File: src/rtl/flappy_game_seq.sv
// flappy_game_seq
//   Frame-rate game sequencer for the Flappy Bird VGA datapath. Walks the game
//   through ATTRACT -> READY -> PLAY -> DYING -> OVER on vsync frame ticks,
//   drives the run enables and per-frame strobes for the bird-physics and
//   pipe-scroll logic, keeps a saturating 3-digit BCD score and best score, and
//   arbitrates sound-effect requests into a one-entry valid/ready slot.
//
// Ports
//   clk, reset        system clock; asynchronous active-high reset
//   frame_tick        one-cycle pulse per vsync; all state changes happen here
//   flap_req          flap level; its rising edge is the flap event
//   pipe_passed       one-cycle pulse when a pipe clears the bird
//   hit_pipe          collision level, sampled on frame_tick
//   hit_ground        floor-contact level, sampled on frame_tick
//   state             0 ATTRACT, 1 READY, 2 PLAY, 3 DYING, 4 OVER
//   world_run         pipes scroll
//   bird_run          bird physics advance
//   world_reset       one-cycle pulse: re-seed pipes and bird
//   frame_go          one-cycle update strobe the cycle after every frame_tick
//   flap_pulse        with frame_go: apply flap velocity this frame
//   score, best       3-digit BCD
//   sfx_valid, sfx_id pending sound request (1 FLAP, 2 SCORE, 3 HIT)
//   sfx_ready         audio engine accepts when valid and ready
module flappy_game_seq #(
  parameter int READY_FRAMES = 30,
  parameter int DEATH_FRAMES = 90,
  parameter int OVER_HOLD    = 45
) (
  input  logic        clk,
  input  logic        reset,
  input  logic        frame_tick,
  input  logic        flap_req,
  input  logic        pipe_passed,
  input  logic        hit_pipe,
  input  logic        hit_ground,
  output logic [2:0]  state,
  output logic        world_run,
  output logic        bird_run,
  output logic        world_reset,
  output logic        frame_go,
  output logic        flap_pulse,
  output logic [11:0] score,
  output logic [11:0] best,
  output logic        sfx_valid,
  output logic [1:0]  sfx_id,
  input  logic        sfx_ready
);

  typedef enum logic [2:0] {
    S_ATTRACT = 3'd0,
    S_READY   = 3'd1,
    S_PLAY    = 3'd2,
    S_DYING   = 3'd3,
    S_OVER    = 3'd4
  } state_t;

  localparam logic [1:0] SFX_NONE  = 2'd0;
  localparam logic [1:0] SFX_FLAP  = 2'd1;
  localparam logic [1:0] SFX_SCORE = 2'd2;
  localparam logic [1:0] SFX_HIT   = 2'd3;

  localparam logic [7:0] READY_LAST = 8'(READY_FRAMES - 1);
  localparam logic [7:0] DEATH_LAST = 8'(DEATH_FRAMES - 1);
  localparam logic [7:0] OVER_MIN   = 8'(OVER_HOLD - 1);

  // BCD increment with per-digit carry, holding at 999.
  function automatic logic [11:0] bcd_inc_sat(input logic [11:0] v);
    logic [11:0] r;
    r = v;
    if (v != 12'h999) begin
      if (v[3:0] != 4'd9) begin
        r[3:0] = v[3:0] + 4'd1;
      end else begin
        r[3:0] = 4'd0;
        if (v[7:4] != 4'd9) begin
          r[7:4] = v[7:4] + 4'd1;
        end else begin
          r[7:4]  = 4'd0;
          r[11:8] = v[11:8] + 4'd1;
        end
      end
    end
    return r;
  endfunction

  state_t      state_q, state_d;
  logic [7:0]  fcnt_q, fcnt_d;
  logic        flap_prev_q;
  logic        flap_pend_q, flap_pend_d;
  logic        pass_pend_q, pass_pend_d;
  logic        world_run_q, world_run_d;
  logic        bird_run_q, bird_run_d;
  logic        world_reset_q, world_reset_d;
  logic        frame_go_q, frame_go_d;
  logic        flap_pulse_q, flap_pulse_d;
  logic [11:0] score_q, score_d;
  logic [11:0] best_q, best_d;
  logic        sfx_valid_q, sfx_valid_d;
  logic [1:0]  sfx_id_q, sfx_id_d;

  logic        flap_now;
  logic        pass_now;
  logic [1:0]  req_id;
  logic        slot_busy;

  // Events arriving on the tick cycle itself count for that frame.
  assign flap_now = flap_pend_q | (flap_req & ~flap_prev_q);
  assign pass_now = pass_pend_q | pipe_passed;

  always_comb begin
    state_d       = state_q;
    score_d       = score_q;
    best_d        = best_q;
    world_reset_d = 1'b0;
    flap_pulse_d  = 1'b0;
    frame_go_d    = frame_tick;
    req_id        = SFX_NONE;
    fcnt_d        = fcnt_q;
    flap_pend_d   = frame_tick ? 1'b0 : flap_now;
    pass_pend_d   = frame_tick ? 1'b0 : pass_now;

    if (frame_tick) begin
      case (state_q)
        S_ATTRACT: begin
          if (flap_now) begin
            state_d       = S_READY;
            world_reset_d = 1'b1;
            score_d       = 12'h000;
          end
        end
        S_READY: begin
          if (fcnt_q == READY_LAST) begin
            state_d      = S_PLAY;
            flap_pulse_d = 1'b1;
            req_id       = SFX_FLAP;
          end
        end
        S_PLAY: begin
          if (hit_pipe || hit_ground) begin
            state_d = S_DYING;
            req_id  = SFX_HIT;
          end else begin
            // SCORE is assigned after FLAP so it wins when both land together.
            if (flap_now) begin
              flap_pulse_d = 1'b1;
              req_id       = SFX_FLAP;
            end
            if (pass_now) begin
              score_d = bcd_inc_sat(score_q);
              req_id  = SFX_SCORE;
            end
          end
        end
        S_DYING: begin
          if (hit_ground || (fcnt_q == DEATH_LAST)) begin
            state_d = S_OVER;
            // Valid BCD orders the same as binary, so a plain compare works.
            if (score_q > best_q) best_d = score_q;
          end
        end
        default: begin
          if (flap_now && (fcnt_q >= OVER_MIN)) begin
            state_d       = S_READY;
            world_reset_d = 1'b1;
            score_d       = 12'h000;
          end
        end
      endcase

      // Saturate rather than wrap so a long OVER idle never re-arms the hold.
      if (state_d != state_q) fcnt_d = 8'd0;
      else if (fcnt_q != 8'hFF) fcnt_d = fcnt_q + 8'd1;
    end

    world_run_d = (state_d == S_PLAY);
    bird_run_d  = (state_d == S_PLAY) || (state_d == S_DYING);

    // One-entry slot: acceptance frees it in the same cycle a new request
    // may load; a lower-priority request than the held one is dropped.
    slot_busy   = sfx_valid_q & ~sfx_ready;
    sfx_valid_d = slot_busy;
    sfx_id_d    = slot_busy ? sfx_id_q : SFX_NONE;
    if ((req_id != SFX_NONE) && (!slot_busy || (req_id >= sfx_id_q))) begin
      sfx_valid_d = 1'b1;
      sfx_id_d    = req_id;
    end
  end

  always_ff @(posedge clk or posedge reset) begin
    if (reset) begin
      state_q       <= S_ATTRACT;
      fcnt_q        <= 8'd0;
      flap_prev_q   <= 1'b0;
      flap_pend_q   <= 1'b0;
      pass_pend_q   <= 1'b0;
      world_run_q   <= 1'b0;
      bird_run_q    <= 1'b0;
      world_reset_q <= 1'b0;
      frame_go_q    <= 1'b0;
      flap_pulse_q  <= 1'b0;
      score_q       <= 12'h000;
      best_q        <= 12'h000;
      sfx_valid_q   <= 1'b0;
      sfx_id_q      <= SFX_NONE;
    end else begin
      state_q       <= state_d;
      fcnt_q        <= fcnt_d;
      flap_prev_q   <= flap_req;
      flap_pend_q   <= flap_pend_d;
      pass_pend_q   <= pass_pend_d;
      world_run_q   <= world_run_d;
      bird_run_q    <= bird_run_d;
      world_reset_q <= world_reset_d;
      frame_go_q    <= frame_go_d;
      flap_pulse_q  <= flap_pulse_d;
      score_q       <= score_d;
      best_q        <= best_d;
      sfx_valid_q   <= sfx_valid_d;
      sfx_id_q      <= sfx_id_d;
    end
  end

  assign state       = state_q;
  assign world_run   = world_run_q;
  assign bird_run    = bird_run_q;
  assign world_reset = world_reset_q;
  assign frame_go    = frame_go_q;
  assign flap_pulse  = flap_pulse_q;
  assign score       = score_q;
  assign best        = best_q;
  assign sfx_valid   = sfx_valid_q;
  assign sfx_id      = sfx_id_q;

endmodule

File: config.mk
export PLATFORM = sky130hd
export DESIGN_NAME = flappy_game_seq
export DESIGN_NICKNAME = d
export VERILOG_FILES = /design/src/rtl/flappy_game_seq.sv
export SDC_FILE = /design/constraint.sdc
export NUM_CORES = 1
export LEC_CHECK = 0
export BUFFER_PORTS_ARGS = -buffer_cell sky130_fd_sc_hd__clkbuf_2
export CAP_MARGIN = 30
export CORE_ASPECT_RATIO = 0.75
export CORE_MARGIN = 2
export CORE_UTILIZATION = 51
export CTS_BUF_LIST = sky130_fd_sc_hd__clkbuf_16
export DETAILED_ROUTE_END_ITERATION = 10
export GPL_ROUTABILITY_DRIVEN = 0
export PLACE_DENSITY_LB_ADDON = 0.15
export SETUP_SLACK_MARGIN = 0.05
export SYNTH_ARGS = -nofsm -noshare
export SYNTH_HDL_FRONTEND = slang
export SYNTH_SLANG_ARGS = --single-unit
File: constraint.sdc
create_clock -name clk -period 2.3 [get_ports clk]
set_input_delay 0.46 -clock clk [delete_from_list [all_inputs] [get_ports clk]]
set_output_delay 0.46 -clock clk [all_outputs]
set_load 0.02 [all_outputs]
==> results of run 1 <==
## metrics by stage
| step | utilization | worst slack, ns | instance area (µm²) | total power [mW] | std cells |
|---|---|---|---|---|---|
| 2_1_floorplan | - | 0.0150 | 2860 | 1.50 | 296 |
| 3_3_place_gp | 0.630 | -0.0896 | 3350 | 1.81 | 436 |
| 3_5_place_dp | 0.630 | -0.112 | 3350 | 1.83 | 436 |
| 4_1_cts | 0.681 | 0.0472 | 3620 | 2.84 | 449 |
| 5_1_grt | 0.700 | -0.0439 | 3730 | 3.01 | 455 |
| 6_report | 0.700 | 0.0617 | 3730 | 2.86 | 455 |
## worst register-to-register path: cells and delay by family (launching register included)
family | cells | cell delay (ns)
compound gates | 3 | 0.59
flops | 1 | 0.45
fa+ha+maj | 1 | 0.29
simple gates | 5 | 0.85
## cells in the final DEF, fill, tap and decap left out, types with 7 or more instances in the layout
cell      netlist  final
buf_4           0     45
nand2_1        16     16
nand3_1        10      9
o21ai_0        14     13
nor2_1         19     18
nor2b_1         9      7
dfrtp_1        46     43
inv_1          28     25
a21oi_1        14     12
ha_1           23     22
clkbuf_2        0     42
mux2_2         11     11
## cell families (layout without fill, tap and decap cells)
family	count (synthesis)	after routing	share of synthesized area
buffers and inverters	39	123	0.0534
adders and majority gates	23	23	0.102
AOI/OAI and AO/OA	73	73	0.180
DFF	46	46	0.409
and+or+nand+nor	100	100	0.196
muxes	15	15	0.0583
## power by group through the flow
stage / Clock (mW) / Sequential (mW) / Combinational [mW]
after floorplan: 0 / 1.06 / 0.441
after global placement: 0 / 0.982 / 0.829
after detailed placement: 0 / 0.984 / 0.849
after CTS: 0.951 / 0.982 / 0.905
after global routing: 0.986 / 0.997 / 1.03
final: 0.932 / 0.983 / 0.941
## routing by layer
layer  global-route usage  share of wire
met4               0.0654          0.010
met2                0.360           0.43
met3               0.0396          0.059
met1                0.346           0.50
met5                    0              0
## sequential cells by signal, indices dropped and copies added, names as in the netlist
signal / count
score: 12
frame_go: 1
world_reset: 1
pass_pend_q: 1
sfx_valid: 1
best: 12
flap_prev_q: 1
bird_run: 1
flap_pend_q: 1
fcnt_q: 8
flap_pulse: 1
state: 3
sfx_id: 2
world_run: 1
## area by class of cell
cell class | count | share of cell area
multi-input combinational | 211 | 0.438
sequential | 46 | 0.310
timing repair buffer | 87 | 0.147
clock buffer | 5 | 0.0336
inverter | 28 | 0.0282
tap | 75 | 0.0252
clock inverter | 3 | 0.0185
## path summary, 6_finish.rpt
check / cells after the start / endpoint / slack (ns) / start
worst max-delay path: 9 / sfx_id[0] / 0.06 / state[1]
worst min-delay path: 3 / score[1] / 0.29 / reset
worst max register to register: 9 / sfx_id[0] / 0.06 / state[1]
worst min register to register: 1 / best[3] / 0.54 / best[3]
max in group asynchronous: 3 / state[1] / 1.59 / reset
min in group clk: 1 / flap_prev_q / 0.32 / flap_req
## timing repair
item / 4_1_cts / 5_1_grt
resized for setup: 8 / 12
setup buffers: 5 / 6
cloned: 0 / 0
pin swaps: 5 / 5
endpoints found under the setup margin: 3 / 14
endpoints found under the hold margin: 0 / 0
==> flow_summary.ini, run 1 <==
[outcome]
outcome = complete, no violations

[synthesis]
synth_flop_cell = dfrtp_1
synth.net_count = 327
synth_edf_count = 0
synth_area_per_cell_um2 = 9.50
yosysTopAreaCell = dfrtp_1
yosys-top-cells-count = dfrtp_1, inv_1, ha_1
yosysMostFrequentCell = dfrtp_1
synth_top_area_share = 0.409
ys_seq_area_frac = 0.409
synth_area_leaders = dfrtp_1, ha_1, mux2_2
syn_inst = 296
synth_seq_cells = 46
synthArstFlopShare = 1.00
syn_area_um2 = 2810
yosys_warnings = 0
synth_cell_types = 53

[cells_and_area]
nets = 410
n_fill_cell = 398
syn_to_final_growth_pct = 32.6
n_antenna_cell = 0
drive_above_1_share = 0.350
ff_latch_area_um2 = 1150
multiInputGateArea_um2 = 1630

[clock_network]
cts_tree = yes
clock_latency_ns = 0.29
h-tree-depth = 2
numClockSinks = 46
cts_root_buffer = clkbuf_16
clkTransAtPathRegs_ns = 0.07
numCtsBuffers = 5
hold_buffers = 0
cts.path.max_buffers = 2

[floorplan]
die_h_um = 68.3
initial_core_util = 0.528
die_area_um2 = 6130
rows = 23
dieWidth_um = 89.7
io_pins = 43
core_um2 = 5320

[pwr]
peakVddDrop_uv = 462
switching_power_mw = 0.931
internal_power_mw = 1.93
power_density_nw_per_um2 = 766
power_frac_seq = 0.344
clock_power_share = 0.326
swShare = 0.326
power_leakage_nw = 1.83
pwr-share-comb = 0.329

[critical_path]
cp_cell_sequence = nor3b_4 -> nand3_2 -> nor3b_4 -> o21ai_2 -> ha_1 -> nand2b_4 -> a211oi_4 -> nor2_2 -> o32ai_2
max_stage_delay_ns = 0.45
crit_required_ns = 2.50
worstPathArrival_ns = 2.44
crit_path_top_delay_cell = dfrtp_2
crit_path_end_kind = flip-flop
crit_buf_inv = 0
worstPathMaxFanout = 5
path_common_cell = nor3b_4
critPathKind = flip-flop to flip-flop
critPathTopFamily = simple AND/OR/NAND/NOR gates
start_kind = flip-flop

[timing]
hold_ws_ns = 0.287
clock_skew_ns = 0.00862
rsz0062_at_grt = yes
finalSetupTns_ns = 0
layout_min_cycle_time_ns = 2.24
slew_viol_final = 0
max_slew.worst_pin.slew_ns = 0.566
hold_viol = 0
setup_viol = 0
slew_headroom = 0.622
fmax_mhz = 447
finalCritPeriodShare = 0.973

[global_route]
grt_max_degree = 47
antenna_found_initial = 0
grt_overflow_total = 0
grt_first_pass_wirelength_um = 11300
grt_pass1_vias = 2321
track_usage = 0.235

[drt]
post_drt_via_cell_ratio = 5.68
final_antenna_net_count = 0
drc_errors = 0
post_drt_wl_per_cell_um = 15.5
dr.first_iter.drc_count = 212
dr.pass1.iters = 5
vias = 2584
routed_wirelength_um = 7050

[run]
cap_violations = 0

[place]
hpwl_um = 5070
numPortBuffers = 42

[hold_path]
hp-class = input pin to async pin
(Power assumes the default switching activity.)
==> run 2, diff against run 1 <==
- CORE_UTILIZATION: 51 -> 53
- CTS_BUF_LIST: sky130_fd_sc_hd__clkbuf_16 -> sky130_fd_sc_hd__clkbuf_4
==> flow_summary.ini, run 2 (same netlist as run 1, synthesis figures left out) <==
[outcome]
outcome = finished with violations
violations = setup timing

[timing]
layout_setup_ws_ns = -0.0419
layout_min_cycle_time_ns = 2.34
max_slew.worst_pin.slew_ns = 0.548
rsz0062_at_grt = yes
hold_viol = 0
finalCritPeriodShare = 1.02
setup_viol = 2
clock_skew_ns = 0.0178
slew_headroom = 0.634
slew_viol_final = 0
fmax_mhz = 427

[drt]
dr.first_iter.drc_count = 168
post_drt_wl_per_cell_um = 15.9
final_antenna_net_count = 0
drc_errors = 0
post_drt_via_cell_ratio = 5.74
vias = 2601
dr.pass1.iters = 4
routed_wirelength_um = 7190

[global_route]
grtUsageMet2 = 0.405
grt_overflow_total = 0
grt_first_pass_wirelength_um = 12100
grt_pass1_vias = 2498
antenna_found_initial = 0
track_usage = 0.268
grt_max_degree = 25
met3_usage = 0.0545
use_met1 = 0.387
busiest_layer = met2

[floorplan]
die_h_um = 67.1
core_um2 = 5010
initial_core_util = 0.561
rows = 22
die_area_um2 = 5910
io_pins = 43
dieWidth_um = 88.1

[hold_path]
hp-class = input pin to async pin

[clock_network]
h-tree-depth = 2
clkTransAtPathRegs_ns = 0.16
numCtsBuffers = 5
clock_latency_ns = 0.38
cts_root_buffer = clkbuf_4
cts_tree = yes
cts.path.max_buffers = 2
hold_buffers = 0
numClockSinks = 46

[run]
cap_violations = 0

[critical_path]
rr_endpoint = sfx_id[0]
critPathKind = flip-flop to flip-flop
start_kind = flip-flop
crit_required_ns = 2.58
reg2reg_slack_ns = -0.04
cp_cell_sequence = inv_2 -> ha_4 -> nor2b_1 -> buf_4 -> nand3_2 -> nor3b_4 -> o21ai_2 -> ha_1 -> nand2b_4 -> a211oi_4 -> nor2_2 -> o32ai_2
r2r_cells = 12
r2r_start = fcnt_q[1]
worstPathArrival_ns = 2.63
crit_path_top_delay_cell = dfrtp_1
crit_path_end_kind = flip-flop
worstPathMaxFanout = 3
max_stage_delay_ns = 0.42

[pwr]
peakVddDrop_uv = 638
power_leakage_nw = 1.79
power_density_nw_per_um2 = 680
power_mw = 2.49

[cells_and_area]
final_common_cell = buf_4
drive_above_1_share = 0.360
final_cell_mix = buf_4, dfrtp_1, clkbuf_2
nets = 411
syn_to_final_growth_pct = 30.1
n_antenna_cell = 0
n_fill_cell = 393

[place]
numPortBuffers = 42
hpwl_um = 5330
pre_cts_slack_ns = -0.123
==> run 2: per-layer routing <==
metal	up-vias	routed length, µm
met3	10	449
met5	-	0
met2	99	3090
met4	0	112
met1	1233	3530
li1	1259	-
==> run 2: layout make-up <==
type | instances | area (µm²) | area share
clock buffer | 5 | 37.5 | 0.0103
clock inverter | 3 | 45.0 | 0.0123
inverter | 28 | 105 | 0.0287
multi-input combinational | 211 | 1660 | 0.453
sequential | 46 | 1160 | 0.316
tap | 72 | 90.1 | 0.0246
timing repair buffer | 88 | 568 | 0.155
==> run 2: how the worst max path moves through the flow <==
| stage | start | to | slack, ns | depth (start not counted) |
|---|---|---|---|---|
| final | fcnt_q[1] | sfx_id[0] | -0.04 | 12 |
| after floorplan | hit_pipe | score[7] | 0.02 | 7 |
| after global placement | hit_pipe | score[10] | -0.10 | 6 |
| after global routing | fcnt_q[1] | sfx_id[0] | -0.17 | 12 |
| after CTS | fcnt_q[1] | sfx_id[1] | -0.06 | 12 |
| after detailed placement | hit_pipe | score[10] | -0.12 | 6 |
==> run 2: power by group <==
part / switching [mW] / internal (mW)
Sequential: 0.0748 / 0.897
Combinational: 0.572 / 0.429
Clock: 0.286 / 0.228
==> run 2: stage by stage <==
stage	utilization	area [µm²]	setup TNS, ns	hold WS, ns	instances
after floorplan	-	2860	0	0.466	296
after global placement	0.677	3390	-0.200	0.503	437
after detailed placement	0.677	3390	-0.477	0.520	437
after CTS	0.707	3540	-0.125	0.113	450
after global routing	0.730	3660	-0.314	0.104	453
final	0.730	3660	-0.0556	0.0960	453
==> run 2: timing repair <==
| item | CTS | global route |
|---|---|---|
| pin swaps | 7 | 4 |
| resized for setup | 6 | 21 |
| setup buffers | 5 | 3 |
| setup endpoints to repair | 3 | 12 |
| endpoints found under the hold margin | 0 | 0 |
==> run 2: critical path: cells and delay by family (launching register included) <==
| kind | cells | cell delay [ns] |
|---|---|---|
| adders and majority gates | 2 | 0.41 |
| and+or+nand+nor | 5 | 0.64 |
| buffers and inverters | 2 | 0.20 |
| AOI/OAI and AO/OA | 3 | 0.59 |
| DFF | 1 | 0.42 |
==> run 3, diff against run 2 <==
- CORE_UTILIZATION: 53 -> 64
- HOLD_SLACK_MARGIN: not set -> 0.05
- clock period: 2.3 -> 2.93 ns (I/O delays scaled with it)
==> flow_summary.ini, run 3 (same netlist as run 1, synthesis figures left out) <==
[outcome]
outcome = complete, no violations

[global_route]
use_met1 = 0.419
antenna_found_initial = 0
track_usage = 0.276
grt_pass1_vias = 2109
grtUsageMet2 = 0.402
met3_usage = 0.0557
grt_overflow_total = 0
busiest_layer = met1
grt_max_degree = 47
grt_first_pass_wirelength_um = 10200

[pwr]
power_density_nw_per_um2 = 509
peakVddDrop_uv = 444
power_leakage_nw = 1.55

[drt]
dr.pass1.iters = 5
routed_wirelength_um = 6310
post_drt_wl_per_cell_um = 15.9
dr.first_iter.drc_count = 207
final_antenna_net_count = 0
post_drt_via_cell_ratio = 6.19
drc_errors = 0
vias = 2450

[clock_network]
cts_resized = 0
hold_buffers = 0
numCtsBuffers = 5
clkTransAtPathRegs_ns = 0.13
numClockSinks = 46
postCtsSetupRepairBufs = 0
clock_latency_ns = 0.37
h-tree-depth = 2
cts_root_buffer = clkbuf_4
cts_tree = yes
cts.path.max_buffers = 2

[run]
cap_violations = 0

[cells_and_area]
nets = 373
drive_above_1_share = 0.211
final_cells = 396
multiInputGateArea_um2 = 1520
stdcell_area_um2 = 3160
final_cell_mix = dfrtp_1, clkbuf_2, inv_1
final_common_cell = dfrtp_1
ff_latch_area_um2 = 1150
syn_to_final_growth_pct = 12.3
n_fill_cell = 308
n_antenna_cell = 0

[critical_path]
start_kind = flip-flop
crit_path_top_delay_cell = dfrtp_1
cp_cell_sequence = inv_1 -> ha_1 -> nor2b_1 -> nand3_1 -> nor3b_2 -> o21ai_1 -> ha_1 -> nand2b_1 -> a211oi_2 -> nor2_1 -> o22a_1
path_common_cell = ha_1
worstPathArrival_ns = 2.89
worstPathMaxFanout = 4
crit_required_ns = 3.18
crit_path_end_kind = flip-flop
critPathKind = flip-flop to flip-flop
max_stage_delay_ns = 0.42

[floorplan]
die_area_um2 = 4940
initial_core_util = 0.681
io_pins = 43
rows = 20
core_um2 = 4130
die_h_um = 61.4
dieWidth_um = 80.5

[timing]
finalCritPeriodShare = 0.901
rsz0062_at_grt = no
clock_skew_ns = 0.0156
layout_min_cycle_time_ns = 2.64
finalSetupTns_ns = 0
fmax_mhz = 379
hold_viol = 0
slew_viol_final = 0
setup_viol = 0
layout_setup_ws_ns = 0.289
slew_headroom = 0.377
max_slew.worst_pin.slew_ns = 0.933

[place]
numPortBuffers = 42
placed_area_um2 = 3110
hpwl_um = 4700
pre_cts_slack_ns = 0.133
dp_cells = 390

[hold_path]
hp-class = input pin to flip-flop
-- run 3: cell count changes in the layout (fill, tap and decap cells not counted), moves of 3 or more --
cell and delta:
dfrtp_2 -4, mux2_2 +4, mux2_4 -4, ha_1 +3, buf_4 -37, dfrtp_1 +4
-- run 3: final cells by class --
cell class              count  share of cell area
inverters                  28              0.0333
flip-flops and latches     46               0.365
clock buffers               5              0.0119
multi-input cells         211               0.482
clock inverters             1             0.00119
repair buffers             50              0.0856
well taps                  55              0.0218
-- run 3: metal layers --
metal  share of wire  wire (µm)  vias up
li1                -          -     1167
met1            0.50       3140     1178
met2            0.43       2680       97
met3           0.067        425        8
met4           0.010         65        0
met5               0          0        -
-- run 3: final timing paths --
path,cells past startpoint,from,slack (ns),to
worst max register to register,11,fcnt_q[1],0.29,sfx_id[1]
worst min register to register,1,best[11],0.55,best[11]
worst max-delay path,11,fcnt_q[1],0.29,sfx_id[1]
min in group asynchronous,2,reset,0.39,score[2]
max in group asynchronous,2,reset,1.95,state[2]
worst min-delay path,1,flap_req,0.35,flap_prev_q
-- run 3: power by group --
group | switching [mW] | internal, mW | total (mW) | leakage [nW]
logic | 0.333 | 0.194 | 0.527 | 0.927
registers | 0.101 | 0.701 | 0.802 | 0.598
clock network | 0.194 | 0.0824 | 0.277 | 0.0246
-- run 3: critical path: cells and delay by family, from the launching register on --
kind | cells | cell delay (ns)
fa+ha+maj | 2 | 0.45
simple gates | 5 | 0.90
flops | 1 | 0.42
buf+inv | 1 | 0.08
compound gates | 3 | 0.67
-- run 3: through the flow --
step                      hold WS, ns   util  power [mW]
after floorplan                 0.466      -        1.16
after global routing            0.335  0.765        1.70
after CTS                       0.351  0.762        1.59
after detailed placement        0.528  0.752        1.33
after global placement          0.516  0.752        1.30
final                           0.351  0.765        1.61
